[src/rtl/matrix_display_seq_if.sv]
`default_nettype none
// ============================================================================
//  Module      : matrix_display_seq_if
//  Description : Read bus between the display sequencer and the matrix memory.
//                The sequencer drives the master modport (read strobe and
//                address). The memory drives the slave modport (read data).
//  Signals     : rd_en    - read strobe, one cycle per element
//                rd_addr  - element address, zero-extended
//                rd_data  - element byte, valid MEM_LAT cycles after rd_en
//  Revision    : 1.0 - initial release
// ============================================================================
interface matrix_display_seq_if #(
    parameter int ADDR_W = 6,
    parameter int DATA_W = 8
);
    logic              rd_en;
    logic [ADDR_W-1:0] rd_addr;
    logic [DATA_W-1:0] rd_data;

    modport master (
        output rd_en,
        output rd_addr,
        input  rd_data
    );

    modport slave (
        input  rd_en,
        input  rd_addr,
        output rd_data
    );
endinterface
`default_nettype wire

[src/rtl/matrix_display_seq.sv]
`default_nettype none
// ============================================================================
//  Module      : matrix_display_seq
//  Description : Walks a ROWS x COLS matrix in row-major order. For each
//                element it issues one memory read and waits MEM_LAT cycles.
//                It then captures the byte and shows it as three BCD digits
//                for HOLD_TICKS cycles. The design runs entirely in the
//                slow_clk domain, and every output is registered.
//  Ports       : slow_clk  - display clock, rising edge
//                rst       - asynchronous active-high reset
//                start     - level request for one display pass
//                mem       - read bus (master): rd_en, rd_addr, rd_data
//                bcd_hun/bcd_ten/bcd_one - digits of the displayed element
//                elem_idx  - index of the displayed element
//                valid     - digits hold a captured element
//                busy      - pass in progress
//                done      - pass complete, held until start drops
//  Revision    : 1.0 - initial release
// ============================================================================
module matrix_display_seq #(
    parameter int ROWS       = 2,
    parameter int COLS       = 2,
    parameter int DATA_W     = 8,
    parameter int ADDR_W     = 6,
    parameter int MEM_LAT    = 1,
    parameter int HOLD_TICKS = 2
) (
    input  wire logic               slow_clk,
    input  wire logic               rst,
    input  wire logic               start,
    matrix_display_seq_if.master    mem,
    output logic [3:0]              bcd_hun,
    output logic [3:0]              bcd_ten,
    output logic [3:0]              bcd_one,
    output logic [ADDR_W-1:0]       elem_idx,
    output logic                    valid,
    output logic                    busy,
    output logic                    done
);

    localparam int c_N       = ROWS * COLS;
    localparam int c_CNT_MAX = (MEM_LAT > HOLD_TICKS) ? MEM_LAT : HOLD_TICKS;
    // The counter runs 0..c_CNT_MAX-1.
    localparam int c_CNT_W   = (c_CNT_MAX > 1) ? $clog2(c_CNT_MAX) : 1;

    localparam logic [ADDR_W-1:0]  c_LAST_IDX  = ADDR_W'(c_N - 1);
    localparam logic [c_CNT_W-1:0] c_LAT_LAST  = c_CNT_W'(MEM_LAT - 1);
    localparam logic [c_CNT_W-1:0] c_HOLD_LAST = c_CNT_W'(HOLD_TICKS - 1);

    // Capture is not a separate state. It happens on the edge that leaves
    // WAIT, so each element takes READ(1) + WAIT(MEM_LAT) + HOLD(HOLD_TICKS)
    // cycles.
    typedef enum logic [2:0] {
        ST_IDLE = 3'd0,
        ST_READ = 3'd1,
        ST_WAIT = 3'd2,
        ST_HOLD = 3'd3,
        ST_DONE = 3'd4
    } state_t;

    state_t              r_state;
    state_t              w_state_nxt;
    logic [ADDR_W-1:0]   r_idx;
    logic [ADDR_W-1:0]   w_idx_nxt;
    logic [c_CNT_W-1:0]  r_cnt;
    logic [c_CNT_W-1:0]  w_cnt_nxt;
    logic                r_rd_en;
    logic                w_rd_en_nxt;
    logic [ADDR_W-1:0]   r_rd_addr;
    logic [ADDR_W-1:0]   w_rd_addr_nxt;
    logic                r_valid;
    logic                w_valid_nxt;
    logic                r_busy;
    logic                w_busy_nxt;
    logic                r_done;
    logic                w_done_nxt;
    logic                w_capture;
    logic [3:0]          r_bcd_hun;
    logic [3:0]          r_bcd_ten;
    logic [3:0]          r_bcd_one;
    logic [ADDR_W-1:0]   r_elem_idx;
    logic [11:0]         w_bcd;

    // ------------------------------------------------------------------
    // Binary to BCD conversion (double-dabble) of the incoming read data.
    // The result is only registered on the capture edge.
    // ------------------------------------------------------------------
    always_comb begin : p_bcd
        logic [11:0] w_acc;
        w_acc = '0;
        for (int i = DATA_W - 1; i >= 0; i--) begin
            if (w_acc[3:0]  > 4'd4) w_acc[3:0]  = w_acc[3:0]  + 4'd3;
            if (w_acc[7:4]  > 4'd4) w_acc[7:4]  = w_acc[7:4]  + 4'd3;
            if (w_acc[11:8] > 4'd4) w_acc[11:8] = w_acc[11:8] + 4'd3;
            w_acc = {w_acc[10:0], mem.rd_data[i]};
        end
        w_bcd = w_acc;
    end

    // ------------------------------------------------------------------
    // Next-state and next-output logic
    // ------------------------------------------------------------------
    always_comb begin
        w_state_nxt   = r_state;
        w_idx_nxt     = r_idx;
        w_cnt_nxt     = r_cnt;
        w_rd_en_nxt   = 1'b0;
        w_rd_addr_nxt = r_rd_addr;
        w_valid_nxt   = r_valid;
        w_busy_nxt    = r_busy;
        w_done_nxt    = r_done;
        w_capture     = 1'b0;

        case (r_state)
            ST_IDLE: begin
                if (start) begin
                    w_state_nxt   = ST_READ;
                    w_idx_nxt     = '0;
                    w_cnt_nxt     = '0;
                    w_rd_en_nxt   = 1'b1;
                    w_rd_addr_nxt = '0;
                    w_busy_nxt    = 1'b1;
                    w_valid_nxt   = 1'b0;
                end
            end

            ST_READ: begin
                // The strobe was raised on entry and drops after one cycle.
                w_state_nxt = ST_WAIT;
                w_cnt_nxt   = '0;
            end

            ST_WAIT: begin
                if (r_cnt == c_LAT_LAST) begin
                    w_state_nxt = ST_HOLD;
                    w_cnt_nxt   = '0;
                    w_capture   = 1'b1;
                    w_valid_nxt = 1'b1;
                end else begin
                    w_cnt_nxt = r_cnt + 1'b1;
                end
            end

            ST_HOLD: begin
                if (r_cnt == c_HOLD_LAST) begin
                    w_cnt_nxt = '0;
                    if (r_idx == c_LAST_IDX) begin
                        w_state_nxt = ST_DONE;
                        w_busy_nxt  = 1'b0;
                        w_done_nxt  = 1'b1;
                    end else begin
                        w_state_nxt   = ST_READ;
                        w_idx_nxt     = r_idx + 1'b1;
                        w_rd_en_nxt   = 1'b1;
                        w_rd_addr_nxt = r_idx + 1'b1;
                    end
                end else begin
                    w_cnt_nxt = r_cnt + 1'b1;
                end
            end

            ST_DONE: begin
                // A new pass needs start to go low first. The digits stay
                // on display through IDLE.
                if (!start) begin
                    w_state_nxt = ST_IDLE;
                    w_done_nxt  = 1'b0;
                end
            end

            default: begin
                w_state_nxt = ST_IDLE;
            end
        endcase
    end

    // ------------------------------------------------------------------
    // State register
    // ------------------------------------------------------------------
    always_ff @(posedge slow_clk or posedge rst) begin
        if (rst) begin
            r_state <= ST_IDLE;
        end else begin
            r_state <= w_state_nxt;
        end
    end

    // ------------------------------------------------------------------
    // Counters and registered outputs
    // ------------------------------------------------------------------
    always_ff @(posedge slow_clk or posedge rst) begin
        if (rst) begin
            r_idx      <= '0;
            r_cnt      <= '0;
            r_rd_en    <= 1'b0;
            r_rd_addr  <= '0;
            r_valid    <= 1'b0;
            r_busy     <= 1'b0;
            r_done     <= 1'b0;
            r_bcd_hun  <= 4'd0;
            r_bcd_ten  <= 4'd0;
            r_bcd_one  <= 4'd0;
            r_elem_idx <= '0;
        end else begin
            r_idx     <= w_idx_nxt;
            r_cnt     <= w_cnt_nxt;
            r_rd_en   <= w_rd_en_nxt;
            r_rd_addr <= w_rd_addr_nxt;
            r_valid   <= w_valid_nxt;
            r_busy    <= w_busy_nxt;
            r_done    <= w_done_nxt;
            if (w_capture) begin
                r_bcd_hun  <= w_bcd[11:8];
                r_bcd_ten  <= w_bcd[7:4];
                r_bcd_one  <= w_bcd[3:0];
                r_elem_idx <= r_idx;
            end
        end
    end

    assign mem.rd_en   = r_rd_en;
    assign mem.rd_addr = r_rd_addr;
    assign bcd_hun     = r_bcd_hun;
    assign bcd_ten     = r_bcd_ten;
    assign bcd_one     = r_bcd_one;
    assign elem_idx    = r_elem_idx;
    assign valid       = r_valid;
    assign busy        = r_busy;
    assign done        = r_done;

endmodule
`default_nettype wire

[src/flat_wrapper.sv]
// flat-port wrapper written by rule: the top's interface ports become plain ports
module matrix_display_seq_flat 
#(
    parameter int ROWS       = 2,
    parameter int COLS       = 2,
    parameter int DATA_W     = 8,
    parameter int ADDR_W     = 6,
    parameter int MEM_LAT    = 1,
    parameter int HOLD_TICKS = 2
)
  (slow_clk, rst, start, bcd_hun, bcd_ten, bcd_one, elem_idx, valid, busy, done, mem_rd_en, mem_rd_addr, mem_rd_data);
  matrix_display_seq_if #(.ADDR_W(ADDR_W), .DATA_W(DATA_W)) mem_i ();
  input  wire logic slow_clk;
  input  wire logic rst;
  input  wire logic start;
  output logic [3:0] bcd_hun;
  output logic [3:0] bcd_ten;
  output logic [3:0] bcd_one;
  output logic [ADDR_W-1:0] elem_idx;
  output logic valid;
  output logic busy;
  output logic done;
  output wire logic [$bits(mem_i.rd_en)-1:0] mem_rd_en;
  output wire logic [$bits(mem_i.rd_addr)-1:0] mem_rd_addr;
  input wire logic [$bits(mem_i.rd_data)-1:0] mem_rd_data;
  assign mem_rd_en = mem_i.rd_en;
  assign mem_rd_addr = mem_i.rd_addr;
  assign mem_i.rd_data = mem_rd_data;
  matrix_display_seq #(.ROWS(ROWS), .COLS(COLS), .DATA_W(DATA_W), .ADDR_W(ADDR_W), .MEM_LAT(MEM_LAT), .HOLD_TICKS(HOLD_TICKS)) u_core (.slow_clk(slow_clk), .rst(rst), .start(start), .mem(mem_i), .bcd_hun(bcd_hun), .bcd_ten(bcd_ten), .bcd_one(bcd_one), .elem_idx(elem_idx), .valid(valid), .busy(busy), .done(done));
endmodule
[config.mk]
export PLATFORM = sky130hd
export DESIGN_NAME = matrix_display_seq_flat
export DESIGN_NICKNAME = d
export VERILOG_FILES = /design/src/rtl/matrix_display_seq_if.sv /design/src/rtl/matrix_display_seq.sv /design/src/flat_wrapper.sv
export SDC_FILE = /design/constraint.sdc
export NUM_CORES = 1
export LEC_CHECK = 0
export BUFFER_PORTS_ARGS = -buffer_cell sky130_fd_sc_hd__buf_2
export CORE_MARGIN = 5
export CORE_UTILIZATION = 49
export CTS_CLUSTER_SIZE = 8
export DETAILED_ROUTE_END_ITERATION = 6
export HOLD_SLACK_MARGIN = 0.1
export PLACE_DENSITY_LB_ADDON = 0.05
export SKIP_CTS_REPAIR_TIMING = 1
export SLEW_MARGIN = 20
export SYNTH_ARGS = -nofsm -noshare
export SYNTH_HDL_FRONTEND = slang
export SYNTH_SLANG_ARGS = --single-unit
[constraint.sdc]
create_clock -name slow_clk -period 4.45 [get_ports slow_clk]
set_input_delay 0.445 -clock slow_clk [delete_from_list [all_inputs] [get_ports slow_clk]]
set_output_delay 0.445 -clock slow_clk [all_outputs]
set_load 0.005 [all_outputs]
==> impl_metrics.yaml, run 1 <==
synth:
  synth_most_common_cell: "nand2_1"
  synth.avg_cell_area_sq_um: 8.19
  syn_area_sq_mm: 0.00220
  synthArstFlopShare: 1.00
  ys_top_cells_by_count: "nand2_1 (41), dfrtp_1 (30), nor2_1 (30)"
  synth-seq-area-share: 0.342
  synth_top_cell_by_area: "dfrtp_1"
  ys_ff_latch: 30
  synth_ff_type: "dfrtp_1"
  ys_types: 58
  synth_top_area_frac: 0.342
  synth_edf_count: 0
  yosysWarnings: 0
  synthCells: 268
  netlist_top_cells_area: "dfrtp_1 (34%), nand2_1 (7.0%), nor2_1 (5.1%)"
global_route:
  grt_pass1_wl_um: 8710
  antenna_found_initial: 0
  grt_pass1_vias: 1917
  grt_max_degree: 31
  groute.usage.overall: 0.176
  grt_remaining_overflow: 0
timing:
  fin_worst_skew_ns: 0.00740
  setup_ws_ns: 0.303
  final.setup.tns_ns: 0
  period_minus_slack_ns: 4.15
  timing.fmax_mhz: 241
  drv_slew: 0
  finalCritPeriodShare: 0.932
  setup_viol: 0
  finalHoldViolCount: 0
  worst_slew_pin_slew_ns: 0.780
  relSlewSlack: 0.476
  rsz0062_at_grt: "no"
clocking:
  ctsLongestPathBuffers: 2
  clock_latency_ns: 0.28
  tritoncts: "done"
  cts_max_level: 2
  clockRootBuffer: "clkbuf_8"
  clkTransAtPathRegs_ns: 0.06
  clock-sinks: 30
  numCtsBuffers: 5
placed_design:
  portBuffers: 36
  pre_cts_slack_ns: 0.0407
  globalplace.congestion: 0.924
  hpwl_um: 3750
worst_setup_path:
  worstSetupPathType: "primary input to flip-flop"
  critPathLaunchType: "primary input"
  endpoint_kind: "flip-flop"
  path_max_fanout: 9
  crit_family: "compound AO/OA/AOI/OAI gates"
  r2r_cells: 7
  path_cells: "buf_2 -> inv_1 -> ha_1 -> inv_1 -> ha_1 -> and2_4 -> or2_0 -> mux2_4 -> o31ai_1 -> ha_1 -> nand2b_1 -> nor2_1 -> a221o_1 -> a211oi_2 -> inv_1 -> ha_1 -> inv_1 -> o21ai_0 -> and4_1 -> a221o_1"
  path_buf_inv: 5
  arrival_ns: 4.30
  path_depth: 20
  critPathSlowestCell: "mux2_4"
  worstPathRequired_ns: 4.61
  cpPeakStageDelay_ns: 0.37
cells_and_area:
  syn_to_final_growth_pct: 16.0
  drive_gt1_frac: 0.224
  fin_nets: 330
  antennaDiodeCount: 0
  regArea_sq_um: 751
  multi_input_area_sq_mm: 0.00130
  fill_cells: 417
run_status:
  outcome: "finished, final reports clean"
die:
  rows: 24
  core_area_sq_mm: 0.00435
  dieArea_sq_mm: 0.00592
  initial_core_util: 0.504
  die_h_um: 76.9
  num_io_pins: 39
  die_width_um: 76.9
drt:
  num_vias: 2013
  avgRoutedWirePerCell_um: 13.5
  postRouteWirelength_um: 4920
  antenna_left: 0
  vias_per_cell: 5.53
  drt_iter0_markers: 116
  drc: 0
  firstDrtPassIters: 4
power_and_ir_drop:
  pwr_density_cell_mw_per_mm2: 472
  p_leak_nw: 1.24
  ir_worst_vdd_uv: 146
job:
  maxCapViolCount: 0
worst_hold_path:
  hold_path.class: "primary input to async pin"
[cell type report]
class | instances | share of cell area
inverter | 16 | 0.0236
tap | 52 | 0.0256
clock buffer | 7 | 0.0339
multi-input combinational | 209 | 0.511
clock inverter | 1 | 0.00197
timing repair buffer | 49 | 0.109
sequential | 30 | 0.295
[layer usage]
| metal | global-route usage | vias to the layer above | routed length (um) |
|---|---|---|---|
| met5 | 0 | - | 0 |
| met4 | 0.0594 | 0 | 71 |
| met3 | 0.0422 | 8 | 231 |
| met2 | 0.295 | 54 | 2450 |
| met1 | 0.222 | 919 | 2160 |
| li1 | - | 1032 | - |
[cells by family (layout without fill, tap and decap cells)]
group	after synthesis	after routing	synth area share
xor+xnor	7	7	0.0348
buf+inv	30	73	0.0672
compound gates	69	69	0.229
other cells	1	2	0.00171
flops	30	30	0.342
simple gates	118	118	0.255
fa+ha+maj	8	8	0.0456
mux	5	5	0.0251
[path summary, 6_finish.rpt]
path                                          startpoint                             end  slack, ns
max                                       mem_rd_data[5]   u_core.bcd_one[1]$_DFFE_PP0P_       0.30
min                                                  rst  u_core.elem_idx[0]$_DFFE_PP0P_       0.23
max reg2reg                  u_core.r_idx[1]$_DFFE_PP0P_     u_core.r_idx[2]$_DFFE_PP0P_       2.41
min reg2reg                u_core.bcd_one[0]$_DFFE_PP0P_   u_core.bcd_one[0]$_DFFE_PP0P_       0.46
max in group asynchronous                            rst   u_core.bcd_one[3]$_DFFE_PP0P_       3.95
min in group slow_clk                     mem_rd_data[0]   u_core.bcd_one[0]$_DFFE_PP0P_       0.36
[where the power goes]
part / switching [mW] / total [mW] / internal (mW)
logic: 0.307 / 0.546 / 0.239
clock network: 0.0929 / 0.217 / 0.124
registers: 0.0686 / 0.438 / 0.369
[worst reg2reg max path, cell delays in order, from the launching register on]
cell and delay (ns):
dfrtp_1 0.39, ha_1 0.21, nand2b_1 0.06, nor4_1 0.59, a211oi_1 0.29, nand2_1 0.16
xor2_1 0.16, nor2_1 0.05
[flip-flops by register name, summed over array words and instances, names as in the netlist]
register / cells
u_core.r_idx: 6
u_core.elem_idx: 6
u_core.valid: 1
u_core.busy: 1
u_core.done: 1
u_core.bcd_ten: 4
u_core.bcd_one: 4
u_core.mem.rd_en: 1
u_core.r_state: 3
u_core.bcd_hun: 2
u_core.r_cnt: 1
[placed cells by master, fill, tap and decap left out, types with 5 or more instances in the layout]
cell type and count:
nand2_1 41, buf_2 36, nor2_1 30, dfrtp_1 30
inv_1 16, o21ai_0 14, buf_4 13, a21oi_1 12
nor3_1 9, ha_1 8, nand3_1 7, clkbuf_8 6
or3_1 5, a31oi_1 5
[metrics by stage]
step | utilization | area (sq um) | hold WS, ns | power (mW) | instances
after floorplan | - | 2200 | 0.463 | 0.793 | 269
final | 0.585 | 2550 | 0.225 | 1.20 | 364
after global placement | 0.564 | 2450 | 0.454 | 0.987 | 356
after CTS | 0.585 | 2550 | 0.229 | 1.22 | 364
after global routing | 0.585 | 2550 | 0.255 | 1.32 | 364
after detailed placement | 0.564 | 2450 | 0.457 | 0.995 | 356
Note: power is estimated with default switching activity, not from simulation.
==> inputs of run 2 (changes only) <==
- BUFFER_PORTS_ARGS: -buffer_cell sky130_fd_sc_hd__buf_2 -> -buffer_cell sky130_fd_sc_hd__buf_4
- CTS_BUF_LIST: unset -> sky130_fd_sc_hd__clkbuf_4 sky130_fd_sc_hd__clkbuf_8
==> impl_metrics.yaml, run 2 (same netlist as run 1, synthesis figures left out) <==
drt:
  antenna_left: 0
  drt_iter0_markers: 158
  firstDrtPassIters: 4
  num_vias: 2066
  vias_per_cell: 5.71
  postRouteWirelength_um: 5000
  drc: 0
  avgRoutedWirePerCell_um: 13.8
global_route:
  grt_pass1_wl_um: 8770
  grt_remaining_overflow: 0
  groute.usage.overall: 0.174
  grt_pass1_vias: 1931
  grt_max_degree: 31
  antenna_found_initial: 0
die:
  rows: 24
  dieArea_sq_mm: 0.00592
  die_h_um: 76.9
  initial_core_util: 0.504
  core_area_sq_mm: 0.00435
  die_width_um: 76.9
  num_io_pins: 39
cells_and_area:
  fin_nets: 329
  final_cell_mix: "buf_4 (48), nand2_1 (41), nor2_1 (30), dfrtp_1 (30), inv_1 (16)"
  drive_gt1_frac: 0.226
  syn_to_final_growth_pct: 19.5
  antennaDiodeCount: 0
  layout_commonest_cell: "buf_4"
  finish.utilization: 0.603
worst_setup_path:
  path_max_fanout: 10
  arrival_ns: 4.29
  r2r_start: "u_core.r_idx[1]$_DFFE_PP0P_"
  critPathLaunchType: "primary input"
  r2r_cells: 7
  crit_start: "mem_rd_data[5]"
  cpMostUsedCell: "inv_1"
  crit_family: "adder cells"
  path_depth: 20
  worstSetupPathType: "primary input to flip-flop"
  critPathSlowestCell: "mux2_4"
  path_buf_inv: 5
  endpoint_kind: "flip-flop"
  path_cells: "buf_4 -> inv_1 -> ha_1 -> inv_1 -> ha_1 -> and2_4 -> or2_0 -> mux2_4 -> o31ai_1 -> ha_2 -> nand2b_1 -> nor2_1 -> a221o_1 -> a211oi_2 -> inv_1 -> ha_1 -> inv_1 -> o21ai_0 -> and4_1 -> a221o_1"
  cpPeakStageDelay_ns: 0.37
  worstPathRequired_ns: 4.61
power_and_ir_drop:
  switching_share: 0.381
  p_comb_frac: 0.474
  p_leak_nw: 1.25
  ir_worst_vdd_uv: 154
  clkPwrFrac: 0.172
  seqPwrFrac: 0.355
  netSwitchingPower_mw: 0.475
  internal-power_mw: 0.771
  pwr_density_cell_mw_per_mm2: 475
timing:
  setup_ws_ns: 0.322
  rsz0062_at_grt: "no"
  timing.fmax_mhz: 242
  finalHoldViolCount: 0
  relSlewSlack: 0.486
  drv_slew: 0
  final.setup.tns_ns: 0
  setup_viol: 0
  worst_slew_pin_slew_ns: 0.764
  finalCritPeriodShare: 0.928
  fin_worst_skew_ns: 0.00319
  period_minus_slack_ns: 4.13
clocking:
  ctsLongestPathBuffers: 2
  cts_max_level: 2
  numCtsBuffers: 5
  clkTransAtPathRegs_ns: 0.06
  clockRootBuffer: "clkbuf_8"
  clock_latency_ns: 0.28
  clock-sinks: 30
  tritoncts: "done"
run_status:
  outcome: "finished, final reports clean"
placed_design:
  hpwl_um: 3720
  globalplace.congestion: 0.924
  pre_cts_slack_ns: -0.0310
  portBuffers: 36
worst_hold_path:
  hold_path.class: "primary input to async pin"
job:
  maxCapViolCount: 0
==> run 2: cell count changes in the layout (fill, tap and decap cells not counted) <==
cell,before,now
buf_2,36,0
clkbuf_1,1,0
ha_1,8,7
ha_2,0,1
buf_4,13,48
clkbuf_4,0,2
clkbuf_8,6,5
clkinv_2,1,0
==> run 2: power by group through the flow <==
stage               clock (mW)  combinational [mW]  sequential (mW)
finish                   0.214               0.590            0.442
detailed placement           0               0.592            0.447
global route             0.232               0.668            0.454
CTS                      0.218               0.595            0.443
global placement             0               0.587            0.446
floorplan                    0               0.352            0.440
==> run 2: worst min-delay path, stage by stage <==
cell and delay, ns:
buf_4 0.11, inv_1 0.05, buf_4 0.34
==> run 2: path summary, 6_finish.rpt <==
| kind | end | slack [ns] |
|---|---|---|
| max reg2reg | u_core.r_idx[2]$_DFFE_PP0P_ | 2.40 |
| max | u_core.bcd_one[1]$_DFFE_PP0P_ | 0.32 |
| max in group asynchronous | u_core.r_idx[5]$_DFFE_PP0P_ | 3.92 |
| min | u_core.elem_idx[4]$_DFFE_PP0P_ | 0.24 |
| min reg2reg | u_core.bcd_one[0]$_DFFE_PP0P_ | 0.47 |
| min in group slow_clk | u_core.bcd_one[0]$_DFFE_PP0P_ | 0.36 |
==> run 2: per-stage QoR <==
stage	std cells	hold slack [ns]	area [sq um]	power, mW
after CTS	362	0.261	2620	1.26
after detailed placement	355	0.463	2540	1.04
after floorplan	269	0.463	2200	0.793
final	362	0.244	2620	1.25
after global routing	362	0.307	2620	1.35
after global placement	355	0.460	2540	1.03
==> run 2: routing by layer <==
| layer | routed length (um) | part of all wire | track usage |
|---|---|---|---|
| met1 | 2140 | 0.43 | 0.217 |
| met2 | 2460 | 0.49 | 0.289 |
| met3 | 310 | 0.062 | 0.0328 |
| met4 | 85 | 0.017 | 0.0787 |
| met5 | 0 | 0 | 0 |
==> run 2: area by class of cell <==
class,instances,area [sq um]
clock buffers,7,83.8
fillers,409,1730
inverters,16,60.1
multi-input cells,209,1300
flip-flops and latches,30,751
well taps,52,65.1
repair buffers,48,360
==> inputs of run 3 (changes only) <==
- BUFFER_PORTS_ARGS: -buffer_cell sky130_fd_sc_hd__buf_4 -> unset
- CELL_PAD_IN_SITES_DETAIL_PLACEMENT: unset -> 0
- CELL_PAD_IN_SITES_GLOBAL_PLACEMENT: unset -> 1
- DONT_BUFFER_PORTS: unset -> 1
==> impl_metrics.yaml, run 3 (same netlist as run 1, synthesis figures left out) <==
clocking:
  clock-sinks: 30
  clockRootBuffer: "clkbuf_8"
  ctsLongestPathBuffers: 2
  numCtsBuffers: 5
  clkTransAtPathRegs_ns: 0.06
  clock_latency_ns: 0.28
  cts_max_level: 2
  tritoncts: "done"
drt:
  drc: 0
  drt_iter0_markers: 65
  antenna_left: 0
  vias_per_cell: 5.76
  firstDrtPassIters: 4
  num_vias: 1860
  avgRoutedWirePerCell_um: 14.9
  postRouteWirelength_um: 4810
die:
  rows: 24
  num_io_pins: 39
  die_h_um: 76.9
  core_area_sq_mm: 0.00435
  die_width_um: 76.9
  initial_core_util: 0.504
  dieArea_sq_mm: 0.00592
cells_and_area:
  syn_to_final_growth_pct: 7.12
  drive_gt1_frac: 0.118
  fill_cells: 402
  final_cell_mix: "nand2_1 (41), nor2_1 (30), dfrtp_1 (30)"
  antennaDiodeCount: 0
  fin_nets: 289
  layout_commonest_cell: "nand2_1"
timing:
  setup_viol: 0
  timing.hold.ws_ns: 0.116
  relSlewSlack: 0.408
  period_minus_slack_ns: 4.01
  worst_slew_pin_slew_ns: 0.883
  rsz0062_at_grt: "no"
  timing.fmax_mhz: 250
  final.setup.tns_ns: 0
  drv_slew: 0
  fin_worst_skew_ns: 0.00417
  finalHoldViolCount: 0
  finalCritPeriodShare: 0.901
worst_setup_path:
  arrival_ns: 4.17
  critPathLaunchType: "primary input"
  r2r_start: "u_core.r_idx[0]$_DFFE_PP0P_"
  path_max_fanout: 9
  crit_start: "mem_rd_data[6]"
  critPathSlowestCell: "a21oi_1"
  path_cells: "inv_1 -> ha_1 -> inv_1 -> ha_1 -> nor2_1 -> or2_0 -> mux2i_1 -> o21ai_1 -> nand2_1 -> o31ai_1 -> ha_1 -> a21oi_1 -> a221oi_1 -> a211oi_2 -> inv_1 -> ha_1 -> inv_1 -> o21ai_0 -> and4_1 -> a221o_1"
  path_buf_inv: 4
  worstSetupPathType: "primary input to flip-flop"
  crit_family: "compound AO/OA/AOI/OAI gates"
  cpPeakStageDelay_ns: 0.32
  worstPathRequired_ns: 4.61
  endpoint_kind: "flip-flop"
global_route:
  antenna_found_initial: 0
  grt_remaining_overflow: 0
  grt_max_degree: 31
  grt_pass1_vias: 1765
  grt_pass1_wl_um: 8450
  groute.usage.overall: 0.170
power_and_ir_drop:
  pwr_density_cell_mw_per_mm2: 487
  p_leak_nw: 1.06
  ir_worst_vdd_uv: 163
worst_hold_path:
  hold_path.class: "primary input to async pin"
placed_design:
  hpwl_um: 3690
  portBuffers: 0
  globalplace.congestion: 0.892
job:
  maxCapViolCount: 0
run_status:
  outcome: "finished, final reports clean"
-- run 3: worst paths after layout --
kind | depth (start not counted) | endpoint | slack, ns
setup / recovery | 20 | u_core.bcd_one[1]$_DFFE_PP0P_ | 0.44
hold / removal | 1 | u_core.bcd_one[0]$_DFFE_PP0P_ | 0.12
setup reg to reg | 7 | u_core.r_idx[2]$_DFFE_PP0P_ | 2.42
hold reg to reg | 2 | u_core.bcd_hun[1]$_DFFE_PP0P_ | 0.50
max in group asynchronous | 1 | u_core.bcd_ten[0]$_DFFE_PP0P_ | 3.94
min in group slow_clk | 2 | u_core.bcd_one[0]$_DFFE_PP0P_ | 0.28
-- run 3: power breakdown --
part / switching (mW) / internal (mW) / total (mW)
Clock: 0.100 / 0.156 / 0.256
Combinational: 0.253 / 0.172 / 0.425
Sequential: 0.0947 / 0.370 / 0.464
Total: 0.448 / 0.698 / 1.15
-- run 3: worst reg2reg max path: cells and delay by family (launching register included) --
| kind | cells | cell delay (ns) |
|---|---|---|
| flops | 1 | 0.42 |
| fa+ha+maj | 1 | 0.22 |
| compound gates | 1 | 0.28 |
| simple gates | 4 | 0.83 |
| xor+xnor | 1 | 0.15 |
-- run 3: per-layer routing --
layer | global-route usage | part of all wire
met1 | 0.199 | 0.43
met2 | 0.301 | 0.51
met3 | 0.0433 | 0.052
met4 | 0.0507 | 0.012
met5 | 0 | 0
-- run 3: per-stage QoR --
stage / total power [mW] / setup slack (ns) / cell area [sq um] / util / std cells
4_1_cts: 1.16 / 0.449 / 2350 / 0.540 / 323
2_1_floorplan: 0.793 / 0.218 / 2200 / - / 269
3_5_place_dp: 0.902 / 0.159 / 2240 / 0.515 / 315
3_3_place_gp: 0.899 / 0.248 / 2240 / 0.515 / 315
6_report: 1.15 / 0.443 / 2350 / 0.540 / 323
5_1_grt: 1.25 / 0.157 / 2350 / 0.540 / 323
-- run 3: final cells by class --
cell class	instances	area [sq um]	share of cell area
clock buffer	8	110	0.0468
inverter	16	60.1	0.0255
multi-input combinational	209	1310	0.555
sequential	30	751	0.319
tap	52	65.1	0.0277
timing repair buffer	8	60.1	0.0255
